<file path="src/rtl/pe_pkg.sv">
// Shared FSM encoding and saturation helpers for the partial-sum collector.
package pe_pkg;

    typedef enum logic [1:0] {
        ST_IDLE = 2'd0,
        ST_ACC  = 2'd1,
        ST_DONE = 2'd2
    } state_e;

    localparam int unsigned SAT_W = 64;

    // Largest positive value representable in an ow-bit signed word.
    function automatic logic signed [SAT_W-1:0] sat_max(input int unsigned ow);
        return (64'sd1 <<< (ow - 1)) - 64'sd1;
    endfunction

    function automatic logic sat_hit(input logic signed [SAT_W-1:0] v,
                                     input int unsigned ow);
        return (v > sat_max(ow)) || (v < -sat_max(ow) - 64'sd1);
    endfunction

    function automatic logic signed [SAT_W-1:0] sat_clamp(input logic signed [SAT_W-1:0] v,
                                                          input int unsigned ow);
        if (v > sat_max(ow)) return sat_max(ow);
        if (v < -sat_max(ow) - 64'sd1) return -sat_max(ow) - 64'sd1;
        return v;
    endfunction

endpackage

</file>
<file path="src/rtl/sync_fifo.sv">
// Single-clock FIFO with full/empty flags; push and pop may coincide even when full.
module sync_fifo #(
    parameter int W     = 8,
    parameter int DEPTH = 4
) (
    input  logic         i_clk,
    input  logic         i_rst_n,
    input  logic         i_push,
    input  logic [W-1:0] i_wdata,
    input  logic         i_pop,
    output logic [W-1:0] o_rdata,
    output logic         o_full,
    output logic         o_empty
);

    localparam int PW = $clog2(DEPTH);

    logic [PW:0]  wr_ptr_q, wr_ptr_d;
    logic [PW:0]  rd_ptr_q, rd_ptr_d;
    logic [W-1:0] mem_q [DEPTH];
    logic         wr_en;
    logic         rd_en;

    always_comb begin
        // NOTE: every signal gets a default first so no path can infer a latch.
        wr_ptr_d = wr_ptr_q;
        rd_ptr_d = rd_ptr_q;
        o_empty  = (wr_ptr_q == rd_ptr_q);
        o_full   = (wr_ptr_q[PW] != rd_ptr_q[PW]) &&
                   (wr_ptr_q[PW-1:0] == rd_ptr_q[PW-1:0]);
        // A full FIFO still accepts a write when the head leaves in the same cycle.
        wr_en    = i_push && (!o_full || i_pop);
        rd_en    = i_pop && !o_empty;
        if (wr_en) wr_ptr_d = wr_ptr_q + (PW+1)'(1);
        if (rd_en) rd_ptr_d = rd_ptr_q + (PW+1)'(1);
        o_rdata  = o_empty ? '0 : mem_q[rd_ptr_q[PW-1:0]];
    end

    // NOTE: state flops use non-blocking assignments so all updates see pre-edge values.
    always_ff @(posedge i_clk or negedge i_rst_n) begin
        if (!i_rst_n) begin
            wr_ptr_q <= '0;
            rd_ptr_q <= '0;
        end else begin
            wr_ptr_q <= wr_ptr_d;
            rd_ptr_q <= rd_ptr_d;
        end
    end

    // NOTE: storage is not reset; the pointers alone define which entries are live.
    always_ff @(posedge i_clk) begin
        if (wr_en) mem_q[wr_ptr_q[PW-1:0]] <= i_wdata;
    end

endmodule

</file>
<file path="src/rtl/psum_collector.sv">
// Sums K signed partial sums per output word, saturates, and queues words for downstream.
module psum_collector
    import pe_pkg::*;
#(
    parameter int BW2   = 16,
    parameter int OW    = 24,
    parameter int K     = 4,
    parameter int DEPTH = 4
) (
    input  logic                  i_clk,
    input  logic                  i_rst_n,
    input  logic                  i_start,
    input  logic [7:0]            i_nout,
    input  logic signed [BW2-1:0] i_psum,
    input  logic                  i_psum_vld,
    output logic signed [OW-1:0]  o_data,
    output logic                  o_valid,
    input  logic                  i_ready,
    output logic                  o_busy,
    output logic                  o_done,
    output logic                  o_sat,
    output logic                  o_ovf
);

    // Wide enough to hold the exact sum of K terms before the final clamp.
    localparam int AW = BW2 + $clog2(K) + 1;
    localparam int TW = (K > 1) ? $clog2(K) : 1;

    state_e                state_q, state_d;
    logic signed [AW-1:0]  acc_q, acc_d, sum;
    logic [TW-1:0]         term_q, term_d;
    logic [7:0]            word_q, word_d;
    logic [7:0]            nout_q, nout_d;
    logic                  sat_q, sat_d;
    logic                  ovf_q, ovf_d;
    logic                  last_term;
    logic                  push;
    logic                  pop;
    logic signed [OW-1:0]  push_data;
    logic                  fifo_full;
    logic                  fifo_empty;

    always_comb begin
        state_d   = state_q;
        acc_d     = acc_q;
        term_d    = term_q;
        word_d    = word_q;
        nout_d    = nout_q;
        sat_d     = sat_q;
        ovf_d     = ovf_q;
        push      = 1'b0;
        sum       = acc_q + AW'(i_psum);
        last_term = (term_q == TW'(K - 1));
        push_data = OW'(sat_clamp(SAT_W'(sum), OW));
        pop       = i_ready && !fifo_empty;

        case (state_q)
            ST_IDLE: begin
                if (i_start) begin
                    state_d = ST_ACC;
                    acc_d   = '0;
                    term_d  = '0;
                    word_d  = '0;
                    sat_d   = 1'b0;
                    ovf_d   = 1'b0;
                    nout_d  = (i_nout == 8'd0) ? 8'd1 : i_nout;
                end
            end
            ST_ACC: begin
                if (i_psum_vld) begin
                    if (last_term) begin
                        push   = 1'b1;
                        acc_d  = '0;
                        term_d = '0;
                        word_d = word_q + 8'd1;
                        if (sat_hit(SAT_W'(sum), OW)) sat_d = 1'b1;
                        // Dropped words still count, so the job always terminates.
                        if (({1'b0, word_q} + 9'd1) == {1'b0, nout_q}) state_d = ST_DONE;
                    end else begin
                        acc_d  = sum;
                        term_d = term_q + TW'(1);
                    end
                end
            end
            ST_DONE: state_d = ST_IDLE;
            default: state_d = ST_IDLE;
        endcase

        if (push && fifo_full && !pop) ovf_d = 1'b1;
    end

    always_ff @(posedge i_clk or negedge i_rst_n) begin
        if (!i_rst_n) begin
            state_q <= ST_IDLE;
            acc_q   <= '0;
            term_q  <= '0;
            word_q  <= '0;
            nout_q  <= '0;
            sat_q   <= 1'b0;
            ovf_q   <= 1'b0;
        end else begin
            state_q <= state_d;
            acc_q   <= acc_d;
            term_q  <= term_d;
            word_q  <= word_d;
            nout_q  <= nout_d;
            sat_q   <= sat_d;
            ovf_q   <= ovf_d;
        end
    end

    sync_fifo #(
        .W     (OW),
        .DEPTH (DEPTH)
    ) u_fifo (
        .i_clk   (i_clk),
        .i_rst_n (i_rst_n),
        .i_push  (push),
        .i_wdata (push_data),
        .i_pop   (pop),
        .o_rdata (o_data),
        .o_full  (fifo_full),
        .o_empty (fifo_empty)
    );

    assign o_valid = !fifo_empty;
    assign o_busy  = (state_q != ST_IDLE);
    assign o_done  = (state_q == ST_DONE);
    assign o_sat   = sat_q;
    assign o_ovf   = ovf_q;

endmodule
</file>
<file path="config.mk">
export PLATFORM = sky130hd
export DESIGN_NAME = psum_collector
export DESIGN_NICKNAME = d
export VERILOG_FILES = /design/src/rtl/pe_pkg.sv /design/src/rtl/sync_fifo.sv /design/src/rtl/psum_collector.sv
export SDC_FILE = /design/constraint.sdc
export NUM_CORES = 1
export LEC_CHECK = 0
export CAP_MARGIN = 20
export CORE_UTILIZATION = 45
export CTS_BUF_LIST = sky130_fd_sc_hd__clkbuf_4
export DETAILED_ROUTE_END_ITERATION = 10
export GPL_ROUTABILITY_DRIVEN = 0
export PLACE_DENSITY_LB_ADDON = 0.1
export SYNTH_ARGS = -nofsm -noshare
export SYNTH_HDL_FRONTEND = slang
export SYNTH_SLANG_ARGS = --single-unit
</file>
<file path="constraint.sdc">
create_clock -name i_clk -period 7.24 [get_ports i_clk]
set_input_delay 1.448 -clock i_clk [delete_from_list [all_inputs] [get_ports i_clk]]
set_output_delay 1.448 -clock i_clk [all_outputs]
set_load 0.05 [all_outputs]
</file>
**Yosys cells after proc, flatten, opt, wreduce, memory -nomap -nowiden**

Memories as Yosys holds them, arrays and structs flattened.
Index checks and enable logic that the tools add are counted.

- Order comparisons: 2
- Add/sub/neg operators: 6
- Mux-type cells: 38
- Eq/ne operators: 12
- Reductions and logical operators: 23

Operator list:

| kind | number |
|---|---|
| $mux W24 | 5 |
| $mux W19 | 3 |
| $pmux W19 S2 | 1 |
| $mux W8 | 4 |
| $gt A19 B24 Y1 const B | 1 |
| $lt A19 B24 Y1 const B | 1 |
| $add A19 B16 Y19 | 1 |
| $pmux W8 S2 | 1 |
| $mux W1 | 14 |
| $mux W2 | 7 |
| $ne A2 B2 Y1 const B | 5 |
| $add A8 B1 Y9 const B | 1 |
| $eq A9 B8 Y1 | 1 |
| $add A8 B1 Y8 const B | 1 |
| $logic_not A8 Y1 | 1 |
| $pmux W2 S2 | 2 |
| $reduce_and A4 Y1 | 2 |
| $reduce_bool A2 Y1 | 4 |
| $add A3 B1 Y3 const B | 2 |
| $logic_and A1 B1 Y1 | 6 |
| $reduce_and A5 Y1 | 1 |
| $eq A2 B2 Y1 const B | 2 |
| $reduce_and A2 Y1 | 2 |
| $eq A3 B3 Y1 | 1 |
| other kinds (9) | 12 |

- Bits of input ports: 29
- Output and inout port bits: 29
- Word-level logic and storage cells: 91
- RAM bits: 96
- Memories: 1
- Bits in registers: 47

Memories:

| memory | depth | bits a word | read ports | clocked after Yosys merged registers in | wr ports | RTL line | RTL |
|---|---|---|---|---|---|---|---|
| u_fifo.mem_q | 4 | 24 | 1 | 0 | 1 | sync_fifo.sv:20 | `logic [W-1:0] mem_q [DEPTH];` |

**Logic depth before layout (Yosys ltp)**

- Depth in word-level cells: 8
- Gate-level depth with buffers: 9

**Cells and area by module**

From an unflattened synthesis, not the netlist that was laid out.

- Cell total of the unflattened synthesis: 511
- Area, all modules: 7036.7 um^2

By module, submodules not included:

| module | times used | cells an instance | sequential area each (um^2) | area each (um^2) |
|---|---|---|---|---|
| sync_fifo | 1 | 187 | 3032.9 | 4072.7 |
| psum_collector | 1 | 324 | 1026.0 | 2964.1 |

**Worst setup path before layout**

Ideal clock, no wire load.

- Path kind: reg-to-output
- Start: reg u_fifo.rd_ptr_q[1]
- End: out o_data[19]
- Path slack: 3.600 ns
- Path buffers: 2
- Data required time: 5.792 ns
- Arrival: 2.192 ns
- Stages on the path, launching flop included: 5
- Path through: dfrtp_1 -> clkbuf_1 -> mux4_2 -> nor2b_1 -> buf_4

- Cells in the longest elaborated chain, start to end: 2
- Elaborated cells on any way between the ends: 3
- Those cells by class: eq/ne: 1; mux: 1; memory: 1

RTL lines:

| item | RTL line | RTL |
|---|---|---|
| start, declared | sync_fifo.sv:19 | `logic [PW:0] rd_ptr_q, rd_ptr_d;` |
| start signal, assigned | sync_fifo.sv:46 | `rd_ptr_q <= rd_ptr_d;` |
| $mem_v2 Z4 W24 or $eq A3 B3 Y1 (tied branches) | -- |  |
| $mux W24 (*) | sync_fifo.sv:36 | `o_rdata = o_empty ? '0 : mem_q[rd_ptr_q[PW-1:0]];` |
| end, declared | psum_collector.sv:16 | `output logic signed [OW-1:0] o_data,` |

Mark *: on every way between the ends. The rest lies on a longest branch, timed or not.

**Final worst setup path**

- Start: reg u_fifo.rd_ptr_q[0]
- End: out o_data[22]

The elaborated chain is that of the path after synthesis.

==> flow_metrics.tcl <==
set metrics [dict create \
    die_w_um 118.5 \
    dr.first_iter.drc_count 301 \
    slew_headroom_pct 32.92 \
    netlist_area_um2 6102 \
    p_leak_nw 2.697 \
    worst-setup-path-type "flop to output pin" \
    cp.arrival_ns 3.09 \
    slowest_delay_ns 0.87 \
    hold_viol_final 0 \
    num_vias 3824 \
    tightest_slew_ns 1.006 \
    final_cell_mix "edfxtp_1, clkdlybuf4s50_1, dfrtp_1" \
    drive_gt1_share_pct 14.34 \
    reg2reg_depth 5 \
    maxCapViolCount 0 \
    grt_max_degree 48 \
    route.detailed.drc 0 \
    insertion_delay_ns 0.52 \
    cts.hold.buffers_added 0 \
    fmax_ghz 0.2204 \
    required_ns 5.79 \
    post_cts_resized 0 \
    grt_usage_pct 18.60 \
    powerDensity_nw_per_um2 488.5 \
    outcome "complete, no violations" \
    detailed_place_hpwl_mm 8.003 \
    clockBufferDepth 2 \
    layoutNonFillerInstCount 707 \
    setup_viol_count_final 0 \
    die_h_um 118.5 \
    drt-vias-per-instance 5.409 \
    numPortBuffers 57 \
    synthDistinctLibCells 57 \
    min_period_ns 4.537 \
    final_common_cell "edfxtp_1" \
    worstSetupStartpointType "flop" \
    path_max_fanout 22 \
    ant_nets 0 \
    cts_tree "yes" \
    maxSlewViolCount 0 \
    ir_drop_uv 209.2 \
    hold_depth 1 \
    synthFlopType "edfxtp_1" \
    synth_edf_count 76 \
    placementRows 42 \
    firstDrtPassIters 6 \
    cts_sinks 123 \
    fin_crit_sh_pct 62.67 \
    grt_antenna_before_repair 1 \
    utilization_pct 53.47 \
    fin_setup_tns_ns 0 \
    wl_per_cell_um 16.80 \
    fill_cells 1150 \
    syn_nets 516 \
    syn_avg_cell_area_um2 13.24 \
    postSynth.asyncResetShare_pct 38.21 \
    h-tree-depth 4 \
    grt_pass1_vias 3856 \
    path_clk_slew_ns 0.10 \
    routed_wl_mm 11.88 \
    rsz0062_at_grt "false" \
    overflow 0 \
    synth.ff_latch_count 123 \
    cts_made_buffers 17 \
    area_growth_pct 16.03 \
    min_path_type "flop to flop" \
    r2r_slack_ns 4.52 \
    cp_slowest_cell "clkdlybuf4s50_1" \
    synthCells 461 \
    crit_chain "buf_4 -> xnor2_1 -> and3_1 -> nor2b_1 -> clkdlybuf4s50_1" \
    die_area_um2 14030 \
    yosys_warnings 0 \
    cts_setup_buffers 0 \
    root_buffer "clkbuf_4" \
    nNetsFinal 572 \
    dp.cells 674 \
    core_area_um2 13240 \
    grt_pass1_wl_mm 19.67 \
    start_util_pct 46.08 \
    yosysSeqAreaShare_pct 56.67 \
    io_pins 58 \
    clock_skew_ns 0.01428 \
    cp-end-kind "output pin" \
]
-- flip-flops by register name, indices dropped and copies added (netlist names) --
signal and count:
u_fifo.mem_q 76, acc_q 19, nout_q 8, word_q 8, u_fifo.rd_ptr_q 3, u_fifo.wr_ptr_q 3
state_q 2, term_q 2, o_ovf 1, o_sat 1
-- stage by stage --
step	power [mW]	cell area, um^2	hold WS (ns)	setup slack, ns
floorplan	2.521	6102	0.4619	3.600
global placement	2.995	6818	0.4810	3.114
detailed placement	3.025	6818	0.4797	3.061
CTS	3.491	7078	0.4998	2.551
global route	3.678	7081	0.5062	2.316
finish	3.458	7081	0.4970	2.703
-- power by group --
group,switching [mW],internal (mW)
clock,0.244,0.213
combinational,1.17,0.709
sequential,0.0868,1.03
total,1.51,1.95
-- cells in the mapped netlist (9+ instances only) --
library cell,instances,area (um^2)
a21oi_1,20,100.1
a22o_1,19,166.4
clkbuf_1,12,45.04
dfrtp_1,47,1176
edfxtp_1,76,2282
ha_1,25,312.8
inv_1,10,37.54
mux2_2,9,101.4
mux4_2,19,427.9
nand2_1,30,112.6
nand3_1,10,50.05
nor2_1,19,71.32
nor2b_1,25,156.4
o21ai_0,19,95.09
xnor2_1,22,192.7
xor2_1,12,105.1
-- routing by layer --
metal  GRT usage, %  vias to the layer above  share of wire [%]
li1               -                     1847                  -
met4          6.250                        0               0.86
met3          5.212                        8                3.3
met2          28.71                       74                 46
met1          25.37                     1895                 50
met5              0                        -                  0
-- kinds of logic (layout without fill, tap and decap cells) --
| group | Yosys count | in the layout | synth area share (%) |
|---|---|---|---|
| DFF | 123 | 123 | 56.67 |
| muxes | 30 | 30 | 9.083 |
| adders and majority gates | 26 | 26 | 5.454 |
| buffers and inverters | 34 | 103 | 2.502 |
| and+or+nand+nor | 119 | 119 | 10.23 |
| AOI/OAI and AO/OA | 95 | 95 | 11.18 |
| other | 0 | 1 | 0 |
| xor gates and xnor gates | 34 | 34 | 4.880 |
-- cell type report --
class	count	area (um^2)	share of cell area, %
inverters	10	37.54	0.5301
clock inverters	11	102.6	1.449
clock buffers	21	157.7	2.227
diodes	1	2.502	0.03534
flip-flops and latches	123	3458	48.84
well taps	176	220.2	3.110
multi-input cells	304	2506	35.39
repair buffers	61	595.6	8.411
-- final timing paths --
path,startpoint,endpoint
worst max-delay path,u_fifo.rd_ptr_q[0],o_data[22]
worst min-delay path,u_fifo.wr_ptr_q[2],u_fifo.wr_ptr_q[2]
worst max register to register,term_q[0],u_fifo.mem_q[3][4]
worst min register to register,u_fifo.wr_ptr_q[2],u_fifo.wr_ptr_q[2]
max in group asynchronous,i_rst_n,acc_q[6]
min in group asynchronous,i_rst_n,u_fifo.rd_ptr_q[0]
-- critical path: cells and delay by family (launching register included) --
kind,cells,cell delay (ns)
and+or+nand+nor,2,0.81
DFF,1,0.33
xor gates and xnor gates,1,0.16
buffers and inverters,2,1.25
Power figures use the tool's default switching activity.
